===== src/rtl/crt_row_fetch.sv =====
// rtl/crt_row_fetch.sv - DMA row-fetch engine with double-buffered row store and attribute FIFOs
module crt_row_fetch #(
  parameter int MAX_COLS = 80,
  parameter int COL_W    = 7,
  parameter int FIFO_AW  = 4,
  parameter int DATA_W   = 8
) (
  input  logic              clk,
  input  logic              reset_n,
  input  logic              ce,
  input  logic              enable,
  input  logic              frame_start,
  input  logic              row_start,
  input  logic [COL_W-1:0]  cfg_cols,
  input  logic [1:0]        cfg_burst,
  input  logic [2:0]        cfg_space,
  input  logic              cfg_transp,
  output logic              drq,
  input  logic              dack,
  input  logic [DATA_W-1:0] dma_data,
  input  logic [COL_W-1:0]  rd_addr,
  output logic [DATA_W-1:0] rd_data,
  input  logic              fifo_pop,
  output logic [6:0]        fifo_data,
  output logic              underrun,
  output logic              fifo_ovf,
  output logic              eos,
  output logic              busy
);
  localparam int DEPTH = 1 << FIFO_AW;
  localparam logic [COL_W:0]   LAST_MAX = (COL_W+1)'(MAX_COLS - 1);
  localparam logic [COL_W:0]   POS_ONE  = (COL_W+1)'(1);
  localparam logic [FIFO_AW:0] FULL     = (FIFO_AW+1)'(DEPTH);

  typedef enum logic [2:0] {IDLE, REQ, SPACE, DONE, STOP} state_t;

  state_t state, st_x, nxt_state;
  logic wr_bank, rd_bank;
  logic [COL_W:0] wr_pos, pos_inc, pos_after, last_col;
  logic [COL_W:0] len [2];
  logic [DATA_W-1:0] row_mem [2][MAX_COLS];
  logic [6:0] fifo_mem [2][DEPTH];
  logic [FIFO_AW-1:0] fifo_wp [2];
  logic [FIFO_AW-1:0] fifo_rp [2];
  logic [FIFO_AW:0] fifo_cnt [2];
  logic transp_pend, pend_after;
  logic [2:0] burst_cnt;
  logic [5:0] space_cnt, space_ticks;
  logic [3:0] burst_len;
  logic xfer, is_attr, is_end, is_store, push_ok, pop_ok;
  logic burst_hit, space_hit, swap, set_underrun;

  assign rd_bank   = ~wr_bank;
  assign fifo_data = (fifo_cnt[rd_bank] != '0) ? fifo_mem[rd_bank][fifo_rp[rd_bank]] : 7'd0;

  always_comb begin
    last_col    = ({1'b0, cfg_cols} > LAST_MAX) ? LAST_MAX : {1'b0, cfg_cols};
    xfer        = drq & dack;
    is_attr     = xfer & transp_pend;
    is_end      = xfer & ~transp_pend & (dma_data[7:4] == 4'hF) & dma_data[0];
    is_store    = xfer & ~transp_pend & ~is_end;
    push_ok     = is_attr & (fifo_cnt[wr_bank] != FULL);
    pop_ok      = fifo_pop & (fifo_cnt[rd_bank] != '0);
    pos_inc     = wr_pos + POS_ONE;
    pos_after   = is_store ? pos_inc : wr_pos;
    pend_after  = transp_pend;
    if (is_attr)
      pend_after = 1'b0;
    else if (is_store && dma_data[7:6] == 2'b10 && cfg_transp)
      pend_after = 1'b1;
    burst_len   = 4'd1 << cfg_burst;
    burst_hit   = ({1'b0, burst_cnt} + 4'd1) == burst_len;
    space_ticks = {cfg_space, 3'b000} - 6'd1;
    space_hit   = ce && ((space_cnt + 6'd1) == space_ticks);

    // st_x is the state after this clk's transfer, before row/frame events
    st_x = state;
    case (state)
      REQ: if (xfer) begin
        if (is_end)
          st_x = dma_data[1] ? STOP : DONE;
        else if (pos_after > last_col && !pend_after)
          st_x = DONE;
        else if (burst_hit && cfg_space != 3'd0)
          st_x = SPACE;
      end
      SPACE: if (space_hit) st_x = REQ;
      default: st_x = state;
    endcase

    swap         = row_start & ~frame_start;
    set_underrun = (st_x == REQ) || (st_x == SPACE);
    nxt_state    = st_x;
    if (swap && st_x != STOP && st_x != IDLE)
      nxt_state = REQ;
    if (frame_start)
      nxt_state = enable ? REQ : IDLE;
    if (!enable)
      nxt_state = IDLE;
  end

  always_ff @(posedge clk) begin
    if (is_store)
      row_mem[wr_bank][wr_pos[COL_W-1:0]] <= dma_data;
    if (push_ok)
      fifo_mem[wr_bank][fifo_wp[wr_bank]] <= dma_data[6:0];
  end

  always_ff @(posedge clk or negedge reset_n) begin
    if (!reset_n) begin
      state       <= IDLE;
      drq         <= 1'b0;
      busy        <= 1'b0;
      rd_data     <= '0;
      underrun    <= 1'b0;
      fifo_ovf    <= 1'b0;
      eos         <= 1'b0;
      wr_bank     <= 1'b0;
      wr_pos      <= '0;
      transp_pend <= 1'b0;
      burst_cnt   <= '0;
      space_cnt   <= '0;
      for (int b = 0; b < 2; b++) begin
        len[b]      <= '0;
        fifo_wp[b]  <= '0;
        fifo_rp[b]  <= '0;
        fifo_cnt[b] <= '0;
      end
    end else begin
      state       <= nxt_state;
      drq         <= (nxt_state == REQ);
      busy        <= (nxt_state == REQ) || (nxt_state == SPACE);
      wr_pos      <= pos_after;
      transp_pend <= pend_after;
      if (is_store)
        len[wr_bank] <= pos_inc;
      if (is_end) begin
        len[wr_bank] <= wr_pos;
        if (dma_data[1]) eos <= 1'b1;
      end
      if (is_attr && !push_ok)
        fifo_ovf <= 1'b1;
      if (push_ok) begin
        fifo_wp[wr_bank]  <= fifo_wp[wr_bank] + 1'b1;
        fifo_cnt[wr_bank] <= fifo_cnt[wr_bank] + 1'b1;
      end
      if (pop_ok) begin
        fifo_rp[rd_bank]  <= fifo_rp[rd_bank] + 1'b1;
        fifo_cnt[rd_bank] <= fifo_cnt[rd_bank] - 1'b1;
      end
      if (xfer)
        burst_cnt <= burst_hit ? 3'd0 : burst_cnt + 3'd1;
      if (state != SPACE)
        space_cnt <= '0;
      else if (ce)
        space_cnt <= space_cnt + 6'd1;
      if ({1'b0, rd_addr} < len[rd_bank])
        rd_data <= row_mem[rd_bank][rd_addr];
      else
        rd_data <= '0;
      // the display bank becomes the write bank and starts clean
      if (swap) begin
        if (set_underrun) underrun <= 1'b1;
        wr_bank           <= rd_bank;
        wr_pos            <= '0;
        len[rd_bank]      <= '0;
        fifo_wp[rd_bank]  <= '0;
        fifo_rp[rd_bank]  <= '0;
        fifo_cnt[rd_bank] <= '0;
        transp_pend       <= 1'b0;
        burst_cnt         <= '0;
      end
      if (frame_start) begin
        underrun    <= 1'b0;
        fifo_ovf    <= 1'b0;
        eos         <= 1'b0;
        transp_pend <= 1'b0;
        wr_pos      <= '0;
        burst_cnt   <= '0;
        for (int b = 0; b < 2; b++) begin
          len[b]      <= '0;
          fifo_wp[b]  <= '0;
          fifo_rp[b]  <= '0;
          fifo_cnt[b] <= '0;
        end
      end
    end
  end
endmodule

===== config.mk =====
export PLATFORM = sky130hd
export DESIGN_NAME = crt_row_fetch
export DESIGN_NICKNAME = d
export VERILOG_FILES = /design/src/rtl/crt_row_fetch.sv
export SDC_FILE = /design/constraint.sdc
export NUM_CORES = 2
export LEC_CHECK = 0
export CAP_MARGIN = 0
export CORE_MARGIN = 4
export CORE_UTILIZATION = 44
export CTS_CLUSTER_SIZE = 20
export DETAILED_ROUTE_END_ITERATION = 7
export PLACE_DENSITY = 0.66
export SLEW_MARGIN = 20
export SYNTH_ARGS = -nofsm -noshare
export SYNTH_HDL_FRONTEND = slang
export SYNTH_SLANG_ARGS = --single-unit

===== constraint.sdc =====
create_clock -name clk -period 6.87 [get_ports clk]
set_clock_uncertainty 0.1 [all_clocks]
set_input_delay 1.374 -clock clk [delete_from_list [all_inputs] [get_ports clk]]
set_output_delay 1.374 -clock clk [all_outputs]
set_load 0.01 [all_outputs]

Word level (Yosys, flattened, before mapping) --
Memory sizes are Yosys's and may differ from the RTL's. Cells that the tools add are included.
Storage, ports and cells: flip-flop bits (word level) 77, bits in writable memories 1504, memories kept 2, input bits 36, logic and storage cells 207
Cells by class: bitwise gates (word level) 26, shift-type cells 1, multiplexer cells 95, reductions and logical operators 28, $lt $le $gt $ge 13, equality and inequality tests 13, add/sub/neg operators 9
Memories:
- row_mem | depth 2, width 640, read ports 1, clocked after Yosys merged registers in 0, wr ports 1, line 41 | logic [DATA_W-1:0] row_mem [2][MAX_COLS];
- fifo_mem | depth 2, width 112, read ports 1, clocked after Yosys merged registers in 0, wr ports 1, line 42 | logic [6:0] fifo_mem [2][DEPTH];
Operators by type and width (count):
- 2-to-1 mux 640 bit | 1
- 2-to-1 mux 8 bit | 18
- 2-to-1 mux 112 bit | 1
- 2-to-1 mux 16 bit | 4
- binary-select mux 8 bit (select 7 bit) | 1
- demux 8 bit (select 7 bit) | 1
- 2-to-1 mux 10 bit | 4
- 2-to-1 mux 5 bit | 8
- 2-to-1 mux 3 bit | 13
- 2-to-1 mux 7 bit | 5
- bitwise mux 16 bit | 2
- 2-to-1 mux 4 bit | 8
- binary-select mux 7 bit (select 4 bit) | 1
- demux 7 bit (select 4 bit) | 1
- bitwise mux 10 bit | 2
- AND 16 bit | 1
- AND 8 bit | 2
- bitwise mux 8 bit | 2
- demux 8 bit (select 1 bit) | 2
- >= comparator 8 bit, second input constant | 2
- NOT 16 bit | 1
- NOT 7 -> 8 bit | 2
- 2-to-1 mux 1 bit | 14
- logical AND 1 bit | 12
- 43 further kinds | 77

Logic depth before layout (Yosys ltp) --
depth in word-level cells 24, gate-level depth with buffers 19, mapped depth without buffers 14

Least setup slack after synthesis --
Ideal clock, no wire load.
path type in2reg, start point in dma_data[7], end point reg underrun, data required time 6.648 ns, setup time 0.122 ns, arrival time 4.399 ns, path slack 2.250 ns, cell stages on the path 15, cells stage by stage and3_1 and2_1 clkbuf_1 or3_1 clkbuf_1 xnor2_1 ha_1 nand3_1 a21boi_0 o41ai_1 a21oi_1 a2111o_1 o211a_1 xor2_1 a32o_1
On the way: longest elaborated chain between the ends 19, elaborated cells on any way between the ends 23
Ends and longest elaborated chain:
- start: declaration | line 20 | input logic [DATA_W-1:0] dma_data,
- parallel branches: the longest is 12 deep, another holds greater-than comparator 8 x 7 -> 1 bit
- 2-to-1 mux 3 bit * | line 80 | if (is_end)
- 2-to-1 mux 3 bit * | line 79 | REQ: if (xfer) begin
- case mux 3 bit (2 select lines) * | line 78 | case (state)
- == test 3 x 1 -> 1 bit / == test 3 x 2 -> 1 bit (equally long branches) | line 92 | set_underrun = (st_x == REQ) || (st_x == SPACE);
- logical OR 1 bit * | line 92
- nonzero test 2 bit (no source line) *
- AND reduction 2 bit (no source line) *
- end signal: assignment | line 115 | underrun <= 1'b0;
- end signal: assignment | line 163 | if (set_underrun) underrun <= 1'b1;
- end signal: assignment | line 174 | underrun <= 1'b0;
- end: declaration | line 25 | output logic underrun,
Mark *: on every way between the ends. A chain may end at the register's enable or synchronous reset.

Worst setup path after layout --
start point reg fifo_rp[0] (netlist bit), end point out fifo_data[5]
On the way: longest elaborated chain between the ends 8
Ends and longest elaborated chain:
- start: declaration | line 44 | logic [FIFO_AW-1:0] fifo_rp [2];
- start signal: indexed assignment | line 148 | fifo_rp[rd_bank] <= fifo_rp[rd_bank] + 1'b1;
- 2-to-1 mux 4 bit (not written as such) (3 in a row) | line 54 | assign fifo_data = (fifo_cnt[rd_bank] != '0) ? fifo_mem[rd_bank][fifo_rp[rd_bank]] : 7'd0;
- NOT 4 -> 5 bit (not written as such) | line 54
- binary-select mux 7 bit (select 4 bit) | line 54
- 2-to-1 mux 7 bit (not written as such) (2 in a row) | line 54
- 2-to-1 mux 7 bit | line 54
- end: declaration | line 24 | output logic [6:0] fifo_data,
Every way passes these cells. The select of a mux whose other input is x is not followed.

==> impl_metrics.sql <==
INSERT INTO impl_metrics (metric_group, metric, value, unit) VALUES
('global_routing', 'total_congestion_overflow', '0', ''),
('synth', 'mappedNetlistArea', '0.0632', 'sq mm'),
('synth', 'synth_area_leaders', 'sky130_fd_sc_hd__edfxtp_1, sky130_fd_sc_hd__mux4_2, sky130_fd_sc_hd__dfrtp_1, sky130_fd_sc_hd__nor2_1, sky130_fd_sc_hd__mux2i_1', ''),
('setup_path', 'worstSetupEndpointType', 'primary output', ''),
('pwr', 'max-vdd-ir-drop', '0.460', 'mV'),
('synth', 'number_of_flops_mapped_to_enable_cells_by_yosys', '1504', ''),
('routing', 'routed_via_density', '5.87', ''),
('routing', 'route.detailed.wl_per_inst', '27.1', 'um'),
('synth', 'syn-mean-instance-area', '19.9', 'sq um'),
('synth', 'synth_cells', '3177', ''),
('clock_tree', 'cts_sinks', '1581', ''),
('timing', 'post-route-period-util', '78.6', '%'),
('routing', 'drcViolationCount', '0', ''),
('synth', 'async_flop_share', '4.87', '%'),
('synth', 'combinational_family_with_the_most_area_after_synthesis', 'multiplexers', ''),
('cells_and_area', 'final_layout_size_suffix_gt1_share', '20.6', '%'),
('global_routing', 'groute.usage.overall', '19.0', '%'),
('setup_path', 'required', '5.40', 'ns'),
('routing', 'routed-via-count', '31000', ''),
('clock_tree', 'clk_pin_slew_worst_paths', '0.06', 'ns'),
('timing', 'report.final.hold_viol_count', '0', ''),
('pwr', 'leakagePower', '21.9', 'nW'),
('synth', 'muxShareOfSynthArea', '16.1', '%'),
('clock_tree', 'cts-buffers-inserted', '156', ''),
('cells_and_area', 'syn_to_final_growth', '11.8', '%'),
('pwr', 'pwr_density_cell', '321', 'mW/mm^2'),
('floorplan', 'initial_core_util', '44.5', '%'),
('timing', 'fmax', '185', 'MHz'),
('routing', 'ant_nets', '0', ''),
('global_routing', 'grt_max_degree', '135', ''),
('setup_path', 'worst-setup-path-type', 'reg2out', ''),
('floorplan', 'design.portCount', '56', ''),
('clock_tree', 'clk_root_buffer_cell', 'sky130_fd_sc_hd__clkbuf_16', ''),
('synth', 'synth_largest_area_cell', 'sky130_fd_sc_hd__edfxtp_1', ''),
('timing', 'max-slew-margin-rel', '24.1', '%'),
('synth', 'synth_top_flop_cell', 'sky130_fd_sc_hd__edfxtp_1', ''),
('setup_path', 'regToRegSetupSlack', '2.21', 'ns'),
('synth', 'synth_top_area_share', '71.5', '%'),
('setup_path', 'cp-start-kind', 'register', ''),
('synth', 'synth-seq-area-share', '74.5', '%'),
('placement', 'gpl.final_weighted_congestion', '0.799', ''),
('timing', 'setup_viol', '0', ''),
('routing', 'postRouteWirelength', '143', 'mm'),
('synth', 'synth_cell_types', '64', ''),
('synth', 'synth-xor-area-share', '0.596', '%'),
('clock_tree', 'cts_tree', 'built', ''),
('synth', 'synth-simple-area-share', '3.83', '%'),
('routing', 'drt_pre_antenna_iters', '6', ''),
('placement', 'place.port_buffers', '55', ''),
('run_status', 'run_status', 'completed', ''),
('floorplan', 'die_area', '0.150', 'sq mm'),
('floorplan', 'die_h', '387', 'um'),
('setup_path', 'crit_fanout', '60', ''),
('clock_tree', 'clockBufferDepth', '3', ''),
('setup_path', 'arrival', '3.93', 'ns'),
('timing', 'final_period_minus_worst_setup_slack', '5.40', 'ns'),
('clock_tree', 'insertion_delay', '0.77', 'ns'),
('timing', 'timing_worst_slew_pin_value', '1.13', 'ns'),
('synth', 'synthesis.nets', '3240', ''),
('synth', 'synthAdderAreaFrac', '0.534', '%'),
('synth', 'ys.warnings.count', '0', ''),
('clock_tree', 'postCtsSetupRepairBufs', '0', ''),
('floorplan', 'die_width', '387', 'um'),
('global_routing', 'initial_antenna_violation_count', '4', ''),
('synth', 'synthTopCellsByCount', 'sky130_fd_sc_hd__edfxtp_1, sky130_fd_sc_hd__mux4_2, sky130_fd_sc_hd__nor2_1, sky130_fd_sc_hd__a211oi_1, sky130_fd_sc_hd__mux2i_1', ''),
('placement', 'place_hpwl', '86.8', 'mm'),
('global_routing', 'grt_pass1_vias', '30700', ''),
('clock_tree', 'hold_buffers', '0', ''),
('clock_tree', 'cts.repair.resized', '0', ''),
('pwr', 'finalPower', '0.0227', 'W'),
('synth', 'synth-compound-area-share', '3.00', '%');
[stage by stage]
step | utilization (%) | instance area, sq um | std cells | worst slack [ns]
after floorplan | - | 63200 | 3177 | 2.25
after global placement | 46.3 | 65800 | 4996 | 1.44
after detailed placement | 46.3 | 65800 | 4996 | 1.33
after CTS | 49.7 | 70600 | 5276 | 1.39
after global routing | 49.7 | 70600 | 5278 | 1.22
final | 49.7 | 70600 | 5278 | 1.47
[flip-flops by register name, summed over array words and instances (netlist names), 3 cells and up]
name and flops:
row_mem 1280, fifo_mem 224, fifo_cnt 10, len 16
fifo_wp 8, burst_cnt 3, rd_data 8, wr_pos 8
fifo_rp 8, state 3, space_cnt 6
[logic make-up (layout without fill, tap and decap cells)]
| kind of cell | count (synthesis) | after routing |
|---|---|---|
| mux | 510 | 510 |
| xor+xnor | 43 | 43 |
| simple gates | 532 | 532 |
| other cells | 0 | 2 |
| flops | 1581 | 1581 |
| buf+inv | 202 | 411 |
| compound gates | 282 | 282 |
| fa+ha+maj | 27 | 27 |
[layer usage]
metal  wire, um  track usage (%)  vias to the layer above
li1           -                -                    13200
met1      61800             28.3                    16400
met2      67900             29.7                     1221
met3      10900             3.19                      169
met4       2520             4.72                        2
met5         10                0                        -
[final cells by class]
type	count	area [sq um]
clock buffer	212	4220
antenna	2	5.00
clock inverter	68	596
sequential	1581	47100
timing repair buffer	111	1060
multi-input combinational	1394	15200
fill	11300	71500
tap	1890	2360
inverter	20	75.1
[cells in the final DEF, fill, tap and decap left out, types with 21 or more instances in the layout]
master / instances
sky130_fd_sc_hd__a211oi_1: 113
sky130_fd_sc_hd__a21oi_1: 84
sky130_fd_sc_hd__buf_4: 51
sky130_fd_sc_hd__clkbuf_1: 49
sky130_fd_sc_hd__clkbuf_16: 159
sky130_fd_sc_hd__clkdlybuf4s50_1: 43
sky130_fd_sc_hd__clkinv_1: 28
sky130_fd_sc_hd__dfrtp_1: 74
sky130_fd_sc_hd__edfxtp_1: 1504
sky130_fd_sc_hd__ha_1: 27
sky130_fd_sc_hd__mux2i_1: 98
sky130_fd_sc_hd__mux4_2: 404
sky130_fd_sc_hd__nand2_1: 75
sky130_fd_sc_hd__nor2_1: 279
sky130_fd_sc_hd__nor2b_1: 63
sky130_fd_sc_hd__xnor2_1: 22
sky130_fd_sc_hd__xor2_1: 21
[final timing paths]
| kind | depth (start not counted) | to | from |
|---|---|---|---|
| setup / recovery | 8 | fifo_data[5] | fifo_rp[0] |
| setup reg to reg | 8 | rd_data[6] | wr_bank |
| max in group asynchronous | 2 | fifo_rp[4] | reset_n |
| hold reg to reg | 1 | underrun | underrun |
| hold / removal | 1 | fifo_rp[2] | reset_n |
| min in group clk | 1 | underrun | underrun |
[power breakdown]
| group | internal [W] | leakage (nW) | switching (W) |
|---|---|---|---|
| combinational | 0.00183 | 5.02 | 0.00199 |
| clock | 0.00458 | 2.35 | 0.00354 |
| sequential | 0.0106 | 14.6 | 0.000130 |
| total | 0.0170 | 21.9 | 0.00567 |
[critical path, stage by stage (launching register included)]
cell	delay (ns)
sky130_fd_sc_hd__dfrtp_4	0.88
sky130_fd_sc_hd__buf_4	0.58
sky130_fd_sc_hd__a211oi_1	0.16
sky130_fd_sc_hd__a211oi_1	0.40
sky130_fd_sc_hd__nor3_1	0.13
sky130_fd_sc_hd__a211oi_1	0.25
sky130_fd_sc_hd__a21oi_1	0.06
sky130_fd_sc_hd__nor2_1	0.11
sky130_fd_sc_hd__clkdlybuf4s50_1	0.55
Note: power is estimated with default switching activity, not from simulation.
